===== src/rtl/popcount_pkg.sv =====
// Shared types and constants for the sequential popcount controller.
//   state_t : controller FSM states
//   NIB_W   : width of the slice fed to the shared popcount unit
//   PC_W    : width of a single nibble's popcount (0..4)
package popcount_pkg;

  typedef enum logic [1:0] {
    IDLE = 2'd0,
    RUN  = 2'd1,
    DONE = 2'd2
  } state_t;

  localparam int NIB_W = 4;
  localparam int PC_W  = 3;

endpackage


===== src/rtl/popcount_nibble.sv =====
// Combinational 4-bit population count, implemented as a 16-entry table.
// Ports:
//   nib : 4-bit input slice
//   cnt : number of set bits in nib (0..4)
module popcount_nibble
  import popcount_pkg::*;
(
  input  logic [NIB_W-1:0] nib,
  output logic [PC_W-1:0]  cnt
);

  always_comb begin
    cnt = '0;
    case (nib)
      4'h0:                               cnt = 3'd0;
      4'h1, 4'h2, 4'h4, 4'h8:             cnt = 3'd1;
      4'h3, 4'h5, 4'h6, 4'h9, 4'hA, 4'hC: cnt = 3'd2;
      4'h7, 4'hB, 4'hD, 4'hE:             cnt = 3'd3;
      4'hF:                               cnt = 3'd4;
      default:                            cnt = 3'd0;
    endcase
  end

endmodule


===== src/rtl/popcount_seq_ctrl.sv =====
// Sequential Hamming-weight unit: accepts a WORD_W-bit word on a valid/ready
// input, walks it one nibble per cycle (LSB nibble first) through a single
// shared popcount_nibble, and presents the total on a valid/ready output.
// Ports:
//   clk, rst             : clock, synchronous active-high reset
//   in_valid/in_ready    : input handshake; in_ready only in IDLE
//   in_data              : word to count, captured on accept
//   out_valid/out_ready  : output handshake; out_valid only in DONE
//   out_count            : set-bit count of the accepted word (held after use)
//   busy                 : high in RUN or DONE
module popcount_seq_ctrl
  import popcount_pkg::*;
#(
  parameter  int WORD_W = 32,
  localparam int NIB_N  = WORD_W / NIB_W,
  localparam int CNT_W  = $clog2(WORD_W + 1)
) (
  input  logic              clk,
  input  logic              rst,
  input  logic              in_valid,
  output logic              in_ready,
  input  logic [WORD_W-1:0] in_data,
  output logic              out_valid,
  input  logic              out_ready,
  output logic [CNT_W-1:0]  out_count,
  output logic              busy
);

  // idx needs at least one bit even for a single-nibble word
  localparam int IDX_W = (NIB_N > 1) ? $clog2(NIB_N) : 1;

  state_t             state, state_nxt;
  logic [WORD_W-1:0]  sh;
  logic [CNT_W-1:0]   acc;
  logic [IDX_W-1:0]   idx;
  logic [PC_W-1:0]    pc;
  logic [CNT_W-1:0]   sum;
  logic               last;

  popcount_nibble u_pc (
    .nib (sh[NIB_W-1:0]),
    .cnt (pc)
  );

  // acc never exceeds WORD_W, so CNT_W bits hold the sum without overflow
  assign sum  = acc + CNT_W'(pc);
  assign last = (idx == IDX_W'(NIB_N - 1));

  always_ff @(posedge clk) begin
    if (rst) state <= IDLE;
    else     state <= state_nxt;
  end

  // Outputs decode from registered state only; no input-to-output paths.
  always_comb begin
    state_nxt = state;
    in_ready  = 1'b0;
    out_valid = 1'b0;
    busy      = 1'b0;
    case (state)
      IDLE: begin
        in_ready = 1'b1;
        if (in_valid) state_nxt = RUN;
      end
      RUN: begin
        busy = 1'b1;
        if (last) state_nxt = DONE;
      end
      DONE: begin
        busy      = 1'b1;
        out_valid = 1'b1;
        if (out_ready) state_nxt = IDLE;
      end
      default: state_nxt = IDLE;
    endcase
  end

  always_ff @(posedge clk) begin
    if (rst) begin
      sh        <= '0;
      acc       <= '0;
      idx       <= '0;
      out_count <= '0;
    end else begin
      case (state)
        IDLE: begin
          if (in_valid) begin
            sh  <= in_data;
            acc <= '0;
            idx <= '0;
          end
        end
        RUN: begin
          acc <= sum;
          sh  <= sh >> NIB_W;
          idx <= idx + IDX_W'(1);
          if (last) out_count <= sum;
        end
        default: ;
      endcase
    end
  end

endmodule


===== config.mk =====
export PLATFORM = sky130hd
export DESIGN_NAME = popcount_seq_ctrl
export DESIGN_NICKNAME = d
export VERILOG_FILES = /design/src/rtl/popcount_pkg.sv /design/src/rtl/popcount_nibble.sv /design/src/rtl/popcount_seq_ctrl.sv
export SDC_FILE = /design/constraint.sdc
export NUM_CORES = 1
export LEC_CHECK = 0
export ABC_CLOCK_PERIOD_IN_PS = 5600
export BUFFER_PORTS_ARGS = -buffer_cell sky130_fd_sc_hd__buf_2
export CAP_MARGIN = 20
export CORE_MARGIN = 4
export CORE_UTILIZATION = 45
export DETAILED_ROUTE_END_ITERATION = 10
export PLACE_DENSITY = 0.68
export RECOVER_POWER = 100
export SLEW_MARGIN = 30
export SYNTH_ARGS = -nofsm -noshare
export SYNTH_HDL_FRONTEND = slang
export SYNTH_SLANG_ARGS = --single-unit

===== constraint.sdc =====
create_clock -name clk -period 5.6 [get_ports clk]
set_clock_uncertainty 0.2 [all_clocks]
set_input_delay 0.56 -clock clk [delete_from_list [all_inputs] [get_ports clk]]
set_output_delay 0.56 -clock clk [all_outputs]
set_load 0.05 [all_outputs]

==> qor.csv, run 1 <==
stage,metric,value,unit
run_status,outcome,"finished, violations left",
run_status,violations,"max-capacitance violations, max-slew violations",
floorplanning,die_area,6920,sq um
clock_tree,path_clk_slew,100,ps
synthesis,syn_nets,319,
critical_path,arrival,3860,ps
sta,min_period_over_period,68.2,%
floorplanning,io_pins,45,
drt,remaining_drc_errors,0,
synthesis,avgSynthCellArea,9.42,sq um
clock_tree,cts_sinks,52,
synthesis,yosysWarnings,0,
sta,worst_pin_slew,2080,ps
drt,drtIter0Drc,97,
drt,ant_nets,0,
place,dpl.cell_count,367,
clock_tree,postCtsResizedCells,0,
drt,first_pass_iters,4,
power,p_leak,1.12,nW
drt,wire_per_inst,12.8,um
drt,vias,1961,
layout,diodes,0,
floorplanning,start_util,46.2,%
synthesis,yosys.area.top_type,dfxtp_1,
clock_tree,cts_tree,yes,
layout,syn_to_final_growth,10.6,%
global_route,grt_pass1_vias,1897,
sta,setup-tns-final,0,ps
global_route,overflow,0,
synthesis,ys_ff_latch,52,
drt,detail_route.wirelength,4790,um
critical_path,crit_required,5640,ps
hold_path,hold_path_class,flip-flop to flip-flop,
critical_path,startpoint_type,flip-flop,
global_route,grt_max_degree,71,
sta,max-slew-margin-rel,-38.5,%
global_route,grt_use_total,13.9,%
synthesis,netlist_top_cells_count,"52 x dfxtp_1, 35 x nor2_1, 32 x mux2i_1, 30 x a211oi_1, 18 x nand2_1",
layout,drive_gt1_share,15.8,%
synthesis,syn_area,2540,sq um
critical_path,worstSetupPathType,flip-flop to flip-flop,
floorplanning,rows,27,
critical_path,critPathMaxFanout,70,
clock_tree,cts-hold-fix-buffers,0,
place,dp_hpwl,3240,um
place,place_congestion,0.801,
layout,utilization,51.1,%
drt,via_per_inst,5.23,
clock_tree,cts.htree.levels,2,
synthesis,async_flop_share,0,%
synthesis,synth-edff-count,0,
place,io_buffers,44,
synthesis,synth_most_common_cell,dfxtp_1,
synthesis,synthTopCellsByArea,"dfxtp_1 41%, mux2i_1 13%, a211oi_1 8.9%",
synthesis,synth_top_area_share,40.9,%
synthesis,syn-instance-count,270,
floorplanning,dieHeight,83.2,um
global_route,antenna_found_initial,0,
sta,drv_slew,112,
critical_path,end_kind,flip-flop,
synthesis,ys.flop_type,dfxtp_1,
power,total_power,1.37,mW
synthesis,seq_area_frac_synth,40.9,%
sta,fmax,262,MHz
clock_tree,cts_inserted_buffers,5,
floorplanning,fp.dieW,83.2,um
layout,fin_cells,375,
sta,min_period,3820,ps
clock_tree,cts.path.max_buffers,2,
sta,setup_violations,0,
floorplanning,fp.coreArea,5510,sq um
sta,rsz0062_at_grt,false,
sta,hold_violations,0,
synthesis,synthDistinctLibCells,42,
clock_tree,insertion_delay,310,ps
clock_tree,postCtsSetupBuffers,0,
global_route,grt_pass1_wl,8140,um
power,power.density,486,nW/um^2
clock_tree,cts_root_buf,clkbuf_8,
layout,nNetsFinal,351,
flow_run,cap_violations,2,
power,ir_worst_vdd,0.000421,V
cells by family (layout without fill, tap and decap cells):
family | count (synthesis) | after routing | share of synthesized area [%]
AND/OR/NAND/NOR | 76 | 76 | 13.6
AO/OA/AOI/OAI | 63 | 63 | 17.8
flip-flops | 52 | 52 | 40.9
multiplexers | 34 | 34 | 13.7
buffers and inverters | 28 | 61 | 5.90
adder cells (fa/ha/maj) | 13 | 13 | 6.69
XOR/XNOR | 4 | 4 | 1.38
cells in the final DEF, fill, tap and decap left out, types with 2 or more instances in the layout:
cell type | Yosys | final
nand3_1 | 4 | 4
buf_2 | 6 | 34
nand3b_1 | 6 | 6
nor2_1 | 35 | 35
nor3b_1 | 2 | 2
mux2i_1 | 32 | 32
a211oi_2 | 2 | 2
dfxtp_1 | 52 | 52
nand2b_1 | 2 | 2
o21ai_0 | 4 | 4
inv_1 | 8 | 8
o211ai_1 | 2 | 2
buf_4 | 4 | 2
a21o_1 | 2 | 2
nor3_1 | 3 | 3
xnor2_1 | 3 | 3
clkbuf_8 | 0 | 5
a21oi_1 | 14 | 14
nand2_1 | 18 | 18
nor2b_1 | 2 | 2
clkbuf_1 | 5 | 9
ha_1 | 12 | 12
a211oi_1 | 30 | 30
final timing paths:
kind                               from                  end  slack, ps  cells after the start
setup reg to reg  state[0]$_SDFFE_PP0P_  u_pc.cnt[1]$_DFF_P_       1780                      9
hold / removal      sh[29]$_SDFFE_PP0N_  sh[29]$_SDFFE_PP0N_        260                      2
setup / recovery  state[0]$_SDFFE_PP0P_  u_pc.cnt[1]$_DFF_P_       1780                      9
hold reg to reg     sh[29]$_SDFFE_PP0N_  sh[29]$_SDFFE_PP0N_        260                      2
through the flow:
stage	area [sq um]	hold slack [ps]	worst slack, ps
2_1_floorplan	2540	232	3100
3_3_place_gp	2740	242	2890
3_5_place_dp	2760	245	2800
4_1_cts	2850	258	2760
5_1_grt	2810	280	1340
6_report	2810	259	1780
worst max-delay path, cell delays in order (launching register included):
cell	delay, ps
dfxtp_1	390
inv_1	80
ha_1	270
mux2_1	1640
nor2_1	230
a211oi_2	380
inv_1	80
ha_1	190
o211ai_1	80
o311a_1	180
power breakdown:
part	leakage (nW)	total [mW]	switching [mW]	internal (mW)
registers	0.427	0.529	0.0561	0.473
clock network	0.0445	0.215	0.126	0.0889
logic	0.643	0.623	0.367	0.256
total	1.12	1.37	0.549	0.818
final cells by class:
class,count,area (sq um)
tap,72,90.1
timing repair buffer,45,219
multi-input combinational,190,1340
fill,530,2690
sequential,52,1040
inverter,8,30.0
clock buffer,5,68.8
clock inverter,3,21.3
flip-flops by register name, indices dropped and copies added (netlist names):
signal / flops
idx: 3
sh: 32
state: 2
out_count: 6
u_pc.cnt: 3
acc: 6
routing by layer:
layer	wire length (um)	vias up	track usage (%)
met3	153	5	3.08
met1	2350	898	17.3
met5	0	-	0
met4	65	0	5.65
met2	2220	28	23.2
li1	-	1030	-
No activity file was read; power rests on OpenSTA's default activity.
==> inputs of run 2 (changes only) <==
--- a/config.mk
+++ b/config.mk
@@ -5,13 +5,13 @@
 export SDC_FILE = /design/constraint.sdc
 export NUM_CORES = 1
 export LEC_CHECK = 0
-export ABC_CLOCK_PERIOD_IN_PS = 5600
+export ABC_CLOCK_PERIOD_IN_PS = 3300
 export BUFFER_PORTS_ARGS = -buffer_cell sky130_fd_sc_hd__buf_2
 export CAP_MARGIN = 20
 export CORE_MARGIN = 4
 export CORE_UTILIZATION = 45
 export DETAILED_ROUTE_END_ITERATION = 10
-export PLACE_DENSITY = 0.68
+export PLACE_DENSITY = 0.71
 export RECOVER_POWER = 100
 export SLEW_MARGIN = 30
 export SYNTH_ARGS = -nofsm -noshare
==> constraint.sdc (replaced) <==
create_clock -name clk -period 3.3 [get_ports clk]
set_clock_uncertainty 0.2 [all_clocks]
set_input_delay 0.33 -clock clk [delete_from_list [all_inputs] [get_ports clk]]
set_output_delay 0.33 -clock clk [all_outputs]
set_load 0.05 [all_outputs]
==> run 2 against run 1 <==
Against the previous run:
- the run now ends clean
- sequential power rose by 69%
- sequential share of layout area fell by 0.11 points
- routed wire length is 5.0% higher
- utilization rose by 0.16 points
==> qor.csv, run 2 (synthesis gave the netlist of run 1 again) <==
stage,metric,value,unit,change
sta,hold_violations,0,,unchanged
layout,multiInputGateArea,1340,sq um,about the same
clock_tree,cts.path.max_buffers,2,,unchanged
place,io_buffers,44,,unchanged
global_route,grt_pass1_wl,8890,um,+9.2%
floorplanning,start_util,46.2,%,unchanged
drt,wire_per_inst,13.3,um,+4.2%
critical_path,crit_required,3320,ps,-2320 ps
sta,setup-tns-final,0,ps,unchanged
layout,top_regs,"sh x32, acc x6, out_count x6",,
clock_tree,postCtsSetupBuffers,0,,unchanged
layout,mostFrequentLayoutCells,"52 x dfxtp_1, 35 x nor2_1, 35 x buf_2, 32 x mux2i_1, 31 x a211oi_1",,
place,place_congestion,0.844,,+5.4%
global_route,top_usage_layer,met2,,
floorplanning,fp.coreArea,5510,sq um,unchanged
layout,syn_to_final_growth,10.9,%,
global_route,grt_max_degree,48,,-32%
drt,detail_route.wirelength,5040,um,+5.0%
clock_tree,cts_tree,yes,,
place,dp_hpwl,3640,um,+12%
power,p_leak,1.13,nW,+0.93%
critical_path,path_cells,inv_1 -> ha_1 -> clkbuf_2 -> and2_1 -> nor2_1 -> a311oi_1,,
run_status,outcome,"finished, final reports clean",,
floorplanning,rows,27,,unchanged
floorplanning,fp.dieW,83.2,um,unchanged
drt,ant_nets,0,,unchanged
clock_tree,cts_root_buf,clkbuf_8,,
critical_path,end_kind,flip-flop,,
critical_path,critPathMaxFanout,33,,-53%
critical_path,critical-path-max-stage-delay,790,ps,-850 ps
global_route,grt_use_total,15.3,%,+1.3 points
sta,worst_pin_slew,888,ps,-1190 ps
clock_tree,cts_sinks,52,,unchanged
sta,setup_violations,0,,unchanged
critical_path,r2r_slack,630,ps,-1150 ps
global_route,grtUsageMet1,17.7,%,+0.35 points
floorplanning,die_area,6920,sq um,unchanged
global_route,grt_pass1_vias,2029,,+7.0%
clock_tree,cts.htree.levels,2,,unchanged
clock_tree,cts-hold-fix-buffers,0,,unchanged
sta,fmax,375,MHz,+43%
drt,vias,1999,,+1.9%
critical_path,critPathSlowestCell,clkbuf_2,,
critical_path,worstSetupPathType,flip-flop to flip-flop,,
global_route,grtUsageMet3,4.37,%,+1.3 points
sta,min_period_over_period,80.8,%,+13 points
critical_path,arrival,2690,ps,-1170 ps
global_route,overflow,0,,unchanged
drt,drtIter0Drc,79,,-19%
floorplanning,dieHeight,83.2,um,unchanged
global_route,grtUsageMet2,27.4,%,+4.2 points
layout,register_area,1040,sq um,unchanged
layout,drive_gt1_share,16.0,%,+0.17 points
hold_path,hold_path_class,input port to flip-flop,,
layout,largest_reg_flops,32,,unchanged
layout,nNetsFinal,354,,+0.85%
layout,layout_commonest_cell,dfxtp_1,,
clock_tree,insertion_delay,310,ps,about the same
clock_tree,postCtsResizedCells,0,,unchanged
layout,nFillCells,535,,+0.94%
layout,regMostFlops,sh,,
critical_path,startpoint_type,flip-flop,,
drt,remaining_drc_errors,0,,unchanged
flow_run,cap_violations,0,,-2
clock_tree,cts_inserted_buffers,5,,unchanged
layout,diodes,0,,unchanged
sta,max-slew-margin-rel,40.8,%,+79 points
drt,via_per_inst,5.29,,+1.1%
global_route,antenna_found_initial,0,,unchanged
sta,drv_slew,0,,-100%
power,power.density,820,nW/um^2,+69%
clock_tree,path_clk_slew,100,ps,about the same
sta,hold_slack,83.8,ps,-175 ps
sta,min_period,2670,ps,-1150 ps
floorplanning,io_pins,45,,unchanged
power,ir_worst_vdd,0.000479,V,+14%
drt,first_pass_iters,4,,unchanged
sta,rsz0062_at_grt,false,,
## run 2: cell count changes in the layout (fill, tap and decap cells not counted), sizes merged
cell    before  now
clkbuf      14   18
inv          9    8
## run 2: final cells by class
cell class                 instances  share of cell area, %
multi-input combinational        190                   47.5
clock buffer                       6                   2.57
clock inverter                     2                  0.576
timing repair buffer              48                   8.16
inverter                           8                   1.06
sequential                        52                   36.9
tap                               72                   3.19
## run 2: critical path, delay by kind of cell, from the launching register on
kind | cells | cell delay [ps]
buffers and inverters | 2 | 880
adder cells (fa/ha/maj) | 1 | 490
AND/OR/NAND/NOR | 2 | 430
flip-flops | 1 | 330
AO/OA/AOI/OAI | 1 | 230
## run 2: per-stage QoR
stage / cells / util (%) / power (mW) / setup WS [ps] / cell area, sq um
2_1_floorplan: 270 / - / 1.84 / 804 / 2540
3_3_place_gp: 370 / 50.2 / 1.97 / 1030 / 2770
3_5_place_dp: 370 / 50.2 / 2.00 / 938 / 2770
4_1_cts: 378 / 51.9 / 2.36 / 914 / 2860
5_1_grt: 378 / 51.2 / 2.51 / 413 / 2820
6_report: 378 / 51.2 / 2.31 / 633 / 2820
## run 2: final timing paths
path                                             endpoint  depth (start not counted)             startpoint
worst max-delay path            out_count[5]$_SDFFE_PP0P_                          6  state[1]$_SDFFE_PP0P_
worst min register to register        sh[28]$_SDFFE_PP0N_                          2    sh[28]$_SDFFE_PP0N_
worst max register to register  out_count[5]$_SDFFE_PP0P_                          6  state[1]$_SDFFE_PP0P_
worst min-delay path                  sh[30]$_SDFFE_PP0N_                          3            in_data[30]
## run 2: power by group
group	switching (mW)	total [mW]	internal (mW)
Sequential	0.0930	0.895	0.802
Clock	0.211	0.363	0.151
Combinational	0.646	1.06	0.410
Total	0.950	2.31	1.36
## run 2: per-layer routing
layer,wire (um),share of wire (%)
met5,0,0
met2,2460,49
met4,41,0.81
met1,2340,47
met3,187,3.7
